--- src/rtl/pipe_rate_pwr_ctrl.sv ---
// PIPE rate / power-state sequencer.
// Accepts one LTSSM request at a time and applies the Rate/PCLKRate change
// first, then the PowerDown change. Each phase runs the PHY handshake and
// waits for PhyStatus on every masked lane. The requester gets a one-cycle
// done pulse on success, or a one-cycle timeout_err pulse if a wait stalls.
module pipe_rate_pwr_ctrl #(
  parameter int          LANESNUMBER    = 16,
  parameter int          TIMEOUT_CYCLES = 4096,
  parameter logic [3:0]  RESET_PD       = 4'h2
) (
  input  logic                     CLK,
  input  logic                     rst_n,
  input  logic                     req_valid,
  output logic                     req_ready,
  input  logic [3:0]               req_rate,
  input  logic [4:0]               req_pclkrate,
  input  logic [3:0]               req_powerdown,
  input  logic [LANESNUMBER-1:0]   active_lanes,
  output logic                     done,
  output logic                     timeout_err,
  output logic [3:0]               Rate,
  output logic [4:0]               PCLKRate,
  output logic [4*LANESNUMBER-1:0] PowerDown,
  output logic                     PclkChangeAck,
  input  logic                     PclkChangeOk,
  input  logic [LANESNUMBER-1:0]   PhyStatus
);

  localparam int             CW       = $clog2(TIMEOUT_CYCLES + 1);
  localparam logic [CW-1:0]  CNT_LAST = CW'(TIMEOUT_CYCLES - 1);

  // S_DECIDE compares the latched request against what is currently driven.
  typedef enum logic [2:0] {
    S_IDLE,
    S_DECIDE,
    S_APPLY_RATE,
    S_WAIT_OK,
    S_APPLY_PD,
    S_WAIT_STATUS,
    S_COMPLETE
  } state_t;

  state_t                  r_state,      w_state_next;
  logic [3:0]              r_req_rate,   w_req_rate_next;
  logic [4:0]              r_req_pclk,   w_req_pclk_next;
  logic [3:0]              r_req_pd,     w_req_pd_next;
  logic [LANESNUMBER-1:0]  r_mask,       w_mask_next;
  logic                    r_pd_pending, w_pd_pending_next;
  logic [LANESNUMBER-1:0]  r_sticky,     w_sticky_next;
  logic [CW-1:0]           r_cnt,        w_cnt_next;
  logic [3:0]              r_rate,       w_rate_next;
  logic [4:0]              r_pclkrate,   w_pclkrate_next;
  logic [3:0]              r_pd,         w_pd_next;
  logic                    r_ack,        w_ack_next;
  logic                    r_done,       w_done_next;
  logic                    r_timeout,    w_timeout_next;

  logic [LANESNUMBER-1:0]  w_phy_masked;
  logic                    w_all_seen;
  logic                    w_cnt_last;

  // A lane that reports in the same cycle as the check still counts.
  assign w_phy_masked = PhyStatus & r_mask;
  assign w_all_seen   = ((r_sticky | w_phy_masked) == r_mask);
  assign w_cnt_last   = (r_cnt == CNT_LAST);

  // State and output registers; reset drops everything to the idle P1 state at once.
  always_ff @(posedge CLK or negedge rst_n) begin
    if (!rst_n) begin
      r_state      <= S_IDLE;
      r_req_rate   <= '0;
      r_req_pclk   <= '0;
      r_req_pd     <= '0;
      r_mask       <= '0;
      r_pd_pending <= 1'b0;
      r_sticky     <= '0;
      r_cnt        <= '0;
      r_rate       <= '0;
      r_pclkrate   <= '0;
      r_pd         <= RESET_PD;
      r_ack        <= 1'b0;
      r_done       <= 1'b0;
      r_timeout    <= 1'b0;
    end else begin
      r_state      <= w_state_next;
      r_req_rate   <= w_req_rate_next;
      r_req_pclk   <= w_req_pclk_next;
      r_req_pd     <= w_req_pd_next;
      r_mask       <= w_mask_next;
      r_pd_pending <= w_pd_pending_next;
      r_sticky     <= w_sticky_next;
      r_cnt        <= w_cnt_next;
      r_rate       <= w_rate_next;
      r_pclkrate   <= w_pclkrate_next;
      r_pd         <= w_pd_next;
      r_ack        <= w_ack_next;
      r_done       <= w_done_next;
      r_timeout    <= w_timeout_next;
    end
  end

  // Next-state and next-output logic; PIPE controls change on entry to the APPLY states.
  always_comb begin
    w_state_next      = r_state;
    w_req_rate_next   = r_req_rate;
    w_req_pclk_next   = r_req_pclk;
    w_req_pd_next     = r_req_pd;
    w_mask_next       = r_mask;
    w_pd_pending_next = r_pd_pending;
    w_sticky_next     = r_sticky;
    w_cnt_next        = r_cnt;
    w_rate_next       = r_rate;
    w_pclkrate_next   = r_pclkrate;
    w_pd_next         = r_pd;
    w_ack_next        = r_ack;
    w_done_next       = 1'b0;
    w_timeout_next    = 1'b0;

    case (r_state)
      S_IDLE: begin
        if (req_valid) begin
          w_req_rate_next = req_rate;
          w_req_pclk_next = req_pclkrate;
          w_req_pd_next   = req_powerdown;
          w_mask_next     = active_lanes;
          w_state_next    = S_DECIDE;
        end
      end

      S_DECIDE: begin
        if (r_mask == '0) begin
          // Nothing to collect from, so the PIPE outputs are left alone.
          w_done_next  = 1'b1;
          w_state_next = S_IDLE;
        end else if ((r_req_rate != r_rate) || (r_req_pclk != r_pclkrate)) begin
          w_rate_next       = r_req_rate;
          w_pclkrate_next   = r_req_pclk;
          w_pd_pending_next = (r_req_pd != r_pd);
          w_state_next      = S_APPLY_RATE;
        end else if (r_req_pd != r_pd) begin
          w_pd_next         = r_req_pd;
          w_pd_pending_next = 1'b0;
          w_state_next      = S_APPLY_PD;
        end else begin
          w_done_next  = 1'b1;
          w_state_next = S_IDLE;
        end
      end

      S_APPLY_RATE: begin
        w_sticky_next = '0;
        w_cnt_next    = '0;
        w_state_next  = S_WAIT_OK;
      end

      S_WAIT_OK: begin
        if (PclkChangeOk) begin
          // Early PhyStatus seen while waiting for Ok must not be counted.
          w_ack_next    = 1'b1;
          w_sticky_next = '0;
          w_cnt_next    = '0;
          w_state_next  = S_WAIT_STATUS;
        end else if (w_cnt_last) begin
          w_timeout_next = 1'b1;
          w_ack_next     = 1'b0;
          w_state_next   = S_IDLE;
        end else begin
          w_cnt_next = r_cnt + CW'(1);
        end
      end

      S_APPLY_PD: begin
        w_sticky_next = '0;
        w_cnt_next    = '0;
        w_state_next  = S_WAIT_STATUS;
      end

      S_WAIT_STATUS: begin
        if (w_all_seen) begin
          // done lines up with the COMPLETE cycle when no PD phase follows.
          w_ack_next   = 1'b0;
          w_done_next  = !r_pd_pending;
          w_state_next = S_COMPLETE;
        end else if (w_cnt_last) begin
          w_timeout_next = 1'b1;
          w_ack_next     = 1'b0;
          w_state_next   = S_IDLE;
        end else begin
          w_sticky_next = r_sticky | w_phy_masked;
          w_cnt_next    = r_cnt + CW'(1);
        end
      end

      S_COMPLETE: begin
        w_ack_next = 1'b0;
        if (r_pd_pending) begin
          w_pd_next         = r_req_pd;
          w_pd_pending_next = 1'b0;
          w_state_next      = S_APPLY_PD;
        end else begin
          w_state_next = S_IDLE;
        end
      end

      default: begin
        w_state_next = S_IDLE;
      end
    endcase
  end

  assign req_ready     = (r_state == S_IDLE);
  assign done          = r_done;
  assign timeout_err   = r_timeout;
  assign Rate          = r_rate;
  assign PCLKRate      = r_pclkrate;
  assign PclkChangeAck = r_ack;

  // Every lane carries the same PowerDown code.
  generate
    for (genvar gi = 0; gi < LANESNUMBER; gi++) begin : g_pd_lane
      assign PowerDown[gi*4 +: 4] = r_pd;
    end
  endgenerate

endmodule
--- config.mk ---
export PLATFORM = sky130hd
export DESIGN_NAME = pipe_rate_pwr_ctrl
export DESIGN_NICKNAME = d
export VERILOG_FILES = /design/src/rtl/pipe_rate_pwr_ctrl.sv
export SDC_FILE = /design/constraint.sdc
export NUM_CORES = 1
export LEC_CHECK = 0
export BUFFER_PORTS_ARGS = -buffer_cell sky130_fd_sc_hd__buf_2
export CAP_MARGIN = 30
export CORE_ASPECT_RATIO = 2
export CORE_UTILIZATION = 47
export DETAILED_ROUTE_END_ITERATION = 16
export PLACE_DENSITY = 0.76
export SETUP_SLACK_MARGIN = 0.1
export SLEW_MARGIN = 10
export SYNTH_ARGS = -nofsm -noshare
export SYNTH_HDL_FRONTEND = slang
export SYNTH_SLANG_ARGS = --single-unit
--- constraint.sdc ---
create_clock -name CLK -period 2.3 [get_ports CLK]
set_clock_uncertainty 0.05 [all_clocks]
set_input_delay 0.345 -clock CLK [delete_from_list [all_inputs] [get_ports CLK]]
set_output_delay 0.345 -clock CLK [all_outputs]
set_load 0.01 [all_outputs]
After elaboration in Yosys (flattened, before gate mapping):

Index checks and enable logic that the tools add are counted.

* register bits: 78
* input port bits: 49
* output and inout port bits: 77

* reductions and logical operators: 14
* add/subtract/negate cells: 1
* multiplexer cells: 39
* equal/unequal tests: 20
* bitwise logic cells: 3

Operator list (number)
* $mux W16: 3
* $pmux W16 S3: 1
* $mux W13: 3
* $pmux W13 S3: 1
* $mux W3: 8
* $pmux W3 S7: 1
* $and A16 B16 Y16: 1
* $eq A16 B16 Y1: 1
* $logic_not A16 Y1: 1
* $mux W4: 4
* $ne A2 B2 Y1 const B: 8
* $or A16 B16 Y16: 1
* $add A13 B1 Y13 const B: 1
* $eq A13 B12 Y1 const B: 1
* $mux W1: 13
* $eq A3 B3 Y1 const B: 3
* $ne A4 B4 Y1: 2
* $pmux W4 S2: 1
* $eq A3 B2 Y1 const B: 2
* $pmux W1 S2: 3
* $reduce_and A3 Y1: 2
* $reduce_bool A3 Y1: 2
* $ne A5 B5 Y1: 1
* $reduce_and A5 Y1: 1
* 11 further kinds: 12

Logic depth before layout (Yosys ltp):

Gate-level depths: netlist (run 1).

* word-level depth: 5
* depth in mapped cells: 8
* gate-level depth less buffers: 7

Least setup slack after synthesis (run 1):

No wires, ideal clock.

* path type: flip-flop to flip-flop
* from: register r_cnt[0]
* to: register r_cnt[8]
* data arrival time: 2.021 ns
* stages on the path, launching flop included: 9
* required time: 2.170 ns
* path buffers: 1
* path slack: 0.148 ns
* setup time: 0.080 ns
* cells stage by stage: dfrtp_1 ha_1 and4_1 nand2b_1 nor3_2 or2_2 clkbuf_1 or4_1 a21oi_1

* cells in the longest elaborated chain, start to end: 4
* elaborated cells on any way between the ends: 6
* classes of those cells: 1 x add/sub; 1 x eq/ne; 4 x mux

Ends and longest elaborated chain
* from (decl): RTL line 50 `logic [CW-1:0] r_cnt, w_cnt_next;`
* from (signal assigned): RTL line 92 `r_cnt <= w_cnt_next;`
* $add A13 B1 Y13 / $eq A13 B12 Y1 (equally long branches): RTL line 168, 190, 65
* $mux W13 (*): RTL line 163, 184
* $mux W13, on equally long branches: RTL line 179, 157
* $pmux W13 S3 (*): RTL line 119 `case (r_state)`

Mark *: on every way between the ends. The rest lies on a longest branch, timed or not. The select of a mux whose other input is x is not followed.
A chain may end at the register's enable or synchronous reset.

Final worst setup path (run 1):

* from: register r_sticky[5]
* to: register r_sticky[5]

* cells in the longest elaborated chain, start to end: 4
* elaborated cells on any way between the ends: 7
* classes of those cells: 2 x eq/ne; 3 x mux; 1 x bitwise; 1 x reduce/logical

Ends and longest elaborated chain
* from (decl): RTL line 49 `logic [LANESNUMBER-1:0] r_sticky, w_sticky_next;`
* from (signal assigned): RTL line 91 `r_sticky <= w_sticky_next;`
* $or A16 B16 Y16 (*): RTL line 64, 189
* $eq A16 B16 Y1 / $mux W16 (equally long branches): RTL line 64, 184
* $ne A2 B2 Y1 (no line) / $mux W16 (equally long branches)
* $reduce_and A4 Y1 (no line) / $pmux W16 S3 (equally long branches)

Marks and branches as above.

==> results of run 1 <==
[flip-flops by register name, indices dropped and copies added, names as in the netlist, 3 cells and up]
register and flops:
r_cnt 13, PCLKRate 5, r_mask 16, Rate 4, r_pd 4, r_req_rate 4, r_sticky 16, r_req_pclk 5
r_state 3, r_req_pd 4
[cells by family after synthesis]
kind of cell / count (synthesis)
simple gates: 111
compound gates: 73
mux: 39
fa+ha+maj: 1
flops: 78
xor+xnor: 13
buf+inv: 90
[worst reg2reg max path: cells and delay by family, from the launching register on]
kind | cells | cell delay, ns
flops | 1 | 0.40
compound gates | 1 | 0.28
simple gates | 4 | 1.16
buf+inv | 1 | 0.16
[through the flow]
| step | util | cell area [sq um] | worst slack, ns | std cells |
|---|---|---|---|---|
| finish | 0.5848 | 5235 | 0.1207 | 607 |
| global route | 0.5848 | 5235 | 0.01151 | 607 |
| CTS | 0.5677 | 5081 | 0.1028 | 597 |
| detailed placement | 0.5285 | 4731 | 0.04526 | 577 |
| global placement | 0.5285 | 4731 | 0.1313 | 577 |
| floorplan | - | 4302 | 0.1484 | 405 |
[cell type report]
| type | count | area, sq um | share of cell area |
|---|---|---|---|
| clock inverters | 7 | 73.82 | 0.01410 |
| inverters | 17 | 63.81 | 0.01219 |
| clock buffers | 9 | 225.2 | 0.04302 |
| repair buffers | 157 | 922.1 | 0.1761 |
| multi-input cells | 237 | 1869 | 0.3571 |
| flip-flops and latches | 78 | 1953 | 0.3731 |
| well taps | 102 | 127.6 | 0.02438 |
[worst max path at each step]
stage | from | end | slack, ns | cells after the start
after detailed placement | r_cnt[0]$_DFFE_PN0P_ | r_cnt[8]$_DFFE_PN0P_ | 0.05 | 7
after global placement | r_cnt[0]$_DFFE_PN0P_ | r_cnt[10]$_DFFE_PN0P_ | 0.13 | 7
after global routing | r_mask[7]$_DFFE_PN0P_ | r_sticky[5]$_DFFE_PN0P_ | 0.01 | 8
final | r_sticky[5]$_DFFE_PN0P_ | r_sticky[5]$_DFFE_PN0P_ | 0.12 | 6
after CTS | r_mask[10]$_DFFE_PN0P_ | r_sticky[5]$_DFFE_PN0P_ | 0.10 | 7
after floorplan | r_cnt[0]$_DFFE_PN0P_ | r_cnt[8]$_DFFE_PN0P_ | 0.15 | 8
[per-layer routing]
layer  GRT usage  vias to the layer above  wire length [um]
met5           0                        -                 0
met4      0.1356                        0               476
met3     0.04170                       35               397
met2      0.3770                      121              5589
met1      0.2181                     1696              3896
li1            -                     1603                 -
[Yosys cell counts (3+ instances only)]
library cell  instances  area, sq um
nor4_1                7        43.79
a31oi_1               3        18.77
xor2_1                9        78.83
a32o_1               17        170.2
inv_1                17        63.81
nand2_1              16        60.06
o22ai_1               6        37.54
o21ai_0              15        75.07
o31ai_1               5        37.54
nand2b_1              9        56.30
mux2_2               36        405.4
buf_2                 3        15.01
mux2i_1               3        30.03
nor3b_1              12        90.09
dfrtp_1              77         1927
nand3_1              14        70.07
nor3_1                6        30.03
xnor2_1               4        35.03
or4_1                 5        37.54
a21oi_1               9        45.04
nor2b_1               8        50.05
nor2_1                8        30.03
clkbuf_1              7        26.28
buf_4                60        450.4
or3_1                 7        43.79
nand4_1               4        25.02
o211ai_1              3        22.52
[where the power goes]
part,internal (W),switching [W],leakage [nW]
sequential,0.00192,0.000614,0.989
clock,0.000843,0.000573,0.146
combinational,0.00173,0.00180,1.31
total,0.00449,0.00299,2.45
[timing repair]
| item | in CTS | in global routing |
|---|---|---|
| buffers inserted | 3 | 9 |
| endpoints found under the hold margin | 35 | 0 |
| resized for setup | 5 | 15 |
| hold buffers | 1 | 0 |
| endpoints found under the setup margin | 6 | 42 |
| gates cloned | 0 | 1 |
| pin swaps | 4 | 10 |
==> results.py, run 1 <==
metrics = {
    "run_status": {
        "status": "finished, final reports clean",
    },
    "synth": {
        "yosys_warnings": 0,
        "synth_compound_area_frac": 0.1242,
        "synthArstFlopShare": 1.000,
        "synth_simple_gate_area_frac": 0.1559,
        "syn_area_per_cell_sq_um": 10.62,
        "synthFlopType": "dfrtp_1",
        "synthAdderAreaFrac": 0.002909,
        "netlist_area_sq_um": 4302,
        "ys_seq_area_frac": 0.4540,
        "ys_ff_latch": 78,
        "synthMuxAreaShare": 0.1012,
        "synth_xor_area_frac": 0.02647,
        "synth_edf_count": 0,
        "synth_nets": 455,
        "ys_types": 51,
        "synth_top_family_by_area": "simple AND/OR/NAND/NOR gates",
        "synthCells": 405,
    },
    "timing": {
        "whs_ns": 0.1621,
        "fmax_mhz": 458.9,
        "period_needed_ns": 2.179,
        "slew_headroom": 0.6596,
        "finalSetupViolations": 0,
        "worst_slew_pin_slew_ns": 0.5106,
        "fin_crit_sh": 0.9475,
        "maxSlewViolCount": 0,
        "hold_violations": 0,
        "tns_ns": 0,
        "rsz0062_at_grt": "yes",
    },
    "die": {
        "core_sq_um": 8951,
        "io_pins": 126,
        "die_y_um": 137.3,
        "rows": 49,
        "die_w_um": 69.65,
        "die_area_sq_um": 9562,
        "start_util": 0.4806,
    },
    "route": {
        "drtAntennaViolNets": 0,
        "dr.pass1.iters": 5,
        "routed_wl_mm": 10.36,
        "avgViaCountPerCell": 5.692,
        "vias": 3455,
        "drt_iter0_markers": 247,
        "wl_per_cell_um": 17.07,
        "drc": 0,
    },
    "finish": {
        "layout_common_cells": "125 x buf_2, 77 x dfrtp_1, 36 x mux2_2",
        "fillCellCount": 756,
        "final_nets": 550,
        "drive_above_1_share": 0.4535,
        "diodes": 0,
        "final_common_cell": "buf_2",
        "area_growth_pct": 21.70,
    },
    "clock_tree": {
        "clock-sinks": 78,
        "cts_buffer_depth": 2,
        "cts_tree": "built",
        "numCtsBuffers": 9,
        "clock_tree.root_cell": "clkbuf_16",
        "clkTransAtPathRegs_ns": 0.06,
        "htree_levels": 3,
        "clock_latency_ns": 0.34,
    },
    "global_route": {
        "grt_max_degree": 44,
        "first_global_vias": 3321,
        "overflow": 0,
        "antenna_found_initial": 0,
        "grt_util_all_layers": 0.2087,
        "grt_pass1_wl_mm": 15.64,
    },
    "critical_path": {
        "cp_slowest_cell": "or4_4",
        "reg2reg_depth": 6,
        "required_ns": 2.46,
        "cp-start-kind": "register",
        "cp_data_arrival_time_ns": 2.34,
        "reg2reg_slack_ns": 0.12,
        "crit_buf_inv": 1,
        "worstPathCellList": "nor2b_1, or4_4, nor4_4, nor4_2, buf_12, a32o_1",
        "critPathTopFamily": "simple AND/OR/NAND/NOR gates",
        "path_max_fanout": 16,
        "r2r-end": "r_sticky[5]$_DFFE_PN0P_",
        "critPathMaxStageDelay_ns": 0.58,
        "end_kind": "register",
        "critPathKind": "register to register",
        "rr_startpoint": "r_sticky[5]$_DFFE_PN0P_",
    },
    "flow_run": {
        "maxCapViolCount": 0,
    },
    "placement": {
        "gp_congestion": 0.8498,
        "hpwl_mm": 7.373,
        "placement.io_buffers": 125,
    },
    "power": {
        "p_leak_nw": 2.447,
        "cellPowerDensity_nw_per_um2": 1430,
        "p_total_w": 0.007485,
        "peakVddDrop_v": 0.0009756,
    },
    "worst_hold_path": {
        "hold_path.class": "input pin to register",
        "worstHoldStart": "active_lanes[10]",
        "worstHoldPathCells": 3,
        "hold_end": "r_mask[10]$_DFFE_PN0P_",
    },
}
Power figures use the tool's default switching activity.
==> run 2, diff against run 1 <==
PLACE_DENSITY = 0.79   (was 0.76)
==> results.py, run 2 (synthesis gave the netlist of run 1 again) <==
metrics = {
    "run_status": {
        "status": "finished, final reports clean",
    },
    "timing": {
        "maxSlewViolCount": 0,
        "worst_slew_pin_slew_ns": 0.8915,
        "slew_headroom": 0.3994,
        "hold_violations": 0,
        "fmax_mhz": 449.5,
        "rsz0062_at_grt": "yes",
        "tns_ns": 0,
        "fin_crit_sh": 0.9673,
        "period_needed_ns": 2.225,
        "finalSetupViolations": 0,
    },
    "clock_tree": {
        "clock-sinks": 78,
        "clock_latency_ns": 0.34,
        "clkTransAtPathRegs_ns": 0.06,
        "cts_tree": "built",
        "numCtsBuffers": 9,
        "clock_tree.root_cell": "clkbuf_16",
        "htree_levels": 3,
        "cts_buffer_depth": 2,
    },
    "die": {
        "die_area_sq_um": 9562,
        "die_y_um": 137.3,
        "die_w_um": 69.65,
        "start_util": 0.4806,
        "rows": 49,
        "io_pins": 126,
        "core_sq_um": 8951,
    },
    "power": {
        "cellPowerDensity_nw_per_um2": 1440,
        "p_leak_nw": 2.426,
        "peakVddDrop_v": 0.001037,
    },
    "critical_path": {
        "end_kind": "register",
        "critPathKind": "register to register",
        "critPathMaxStageDelay_ns": 0.45,
        "cp-start-kind": "register",
        "cp_slowest_cell": "a2111oi_2",
        "path_max_fanout": 8,
        "worstPathCellList": "nor2b_1, a2111oi_2, nand3_1, nor4_4, nor4_2, buf_4, a32o_1",
        "cp_data_arrival_time_ns": 2.39,
        "required_ns": 2.47,
    },
    "placement": {
        "placement.io_buffers": 125,
        "gp_congestion": 0.8746,
        "hpwl_mm": 7.704,
        "dp.cells": 577,
    },
    "route": {
        "drt_iter0_markers": 247,
        "drc": 0,
        "vias": 3496,
        "wl_per_cell_um": 17.74,
        "dr.pass1.iters": 4,
        "routed_wl_mm": 10.70,
        "drtAntennaViolNets": 0,
        "avgViaCountPerCell": 5.798,
    },
    "finish": {
        "area_growth_pct": 20.24,
        "final_common_cell": "buf_2",
        "diodes": 0,
        "stdcell_count": 603,
        "drive_above_1_share": 0.4431,
        "largestRegisters": "r_mask x16, r_sticky x16, r_cnt x13",
        "final_nets": 546,
        "layout_common_cells": "124 x buf_2, 76 x dfrtp_1, 36 x mux2_2",
    },
    "global_route": {
        "antenna_found_initial": 0,
        "grt_pass1_wl_mm": 15.78,
        "overflow": 0,
        "grt_max_degree": 40,
        "grt_util_all_layers": 0.2140,
        "first_global_vias": 3306,
    },
    "flow_run": {
        "maxCapViolCount": 0,
    },
    "worst_hold_path": {
        "hold_path.class": "input pin to register",
    },
}
[run 2: layer usage]
layer,GRT usage,up-vias,part of all wire
met2,0.3857,122,0.56
met3,0.03950,42,0.037
met5,0,-,0
li1,-,1597,-
met1,0.2227,1735,0.35
met4,0.1478,0,0.053
[run 2: power by group]
part | internal [W] | switching [W] | total, W
registers | 0.00192 | 0.000625 | 0.00255
clock network | 0.000948 | 0.000554 | 0.00150
logic | 0.00163 | 0.00177 | 0.00340
[run 2: final cells by class]
| class | count | area [sq um] |
|---|---|---|
| inverter | 17 | 63.81 |
| fill | 758 | 3779 |
| tap | 102 | 127.6 |
| sequential | 78 | 1954 |
| clock buffer | 10 | 229.0 |
| multi-input combinational | 237 | 1833 |
| clock inverter | 6 | 86.33 |
| timing repair buffer | 153 | 878.3 |
[run 2: final timing paths]
| path | startpoint | end | slack [ns] | cells after the start |
|---|---|---|---|---|
| min | active_lanes[1] | r_mask[1]$_DFFE_PN0P_ | 0.17 | 3 |
| max reg2reg | r_sticky[2]$_DFFE_PN0P_ | r_sticky[13]$_DFFE_PN0P_ | 0.08 | 7 |
| min reg2reg | r_cnt[7]$_DFFE_PN0P_ | r_cnt[7]$_DFFE_PN0P_ | 0.45 | 1 |
| min in group asynchronous | rst_n | r_mask[9]$_DFFE_PN0P_ | 0.46 | 2 |
| max in group asynchronous | rst_n | r_pd[1]$_DFFE_PN1P_ | 1.16 | 3 |
| max | r_sticky[2]$_DFFE_PN0P_ | r_sticky[13]$_DFFE_PN0P_ | 0.08 | 7 |
[run 2: per-stage QoR]
stage,setup WS [ns],area (sq um),hold slack (ns),power [W],utilization
after floorplan,0.1484,4302,-0.0005911,0.005117,-
after global placement,0.09664,4718,0.2884,0.005646,0.5271
after detailed placement,0.05182,4718,0.2917,0.005789,0.5271
after CTS,0.1099,5082,0.1630,0.007339,0.5678
after global routing,-0.02996,5172,0.1727,0.007912,0.5779
final,0.07510,5172,0.1656,0.007449,0.5779
[run 2: worst max-delay path: cells and delay by family (launching register included)]
kind	cells	cell delay, ns
AO/OA/AOI/OAI	2	0.71
buffers and inverters	1	0.18
flip-flops	1	0.39
AND/OR/NAND/NOR	4	0.77
[run 2: timing repair]
item                                    in CTS  in global routing
setup buffers                                4                  4
hold buffers                                 1                  0
hold endpoints to repair                    36                  0
cloned                                       0                  1
gates resized for setup                      3                 15
endpoints found under the setup margin      21                 30
pin swaps                                    0                  7
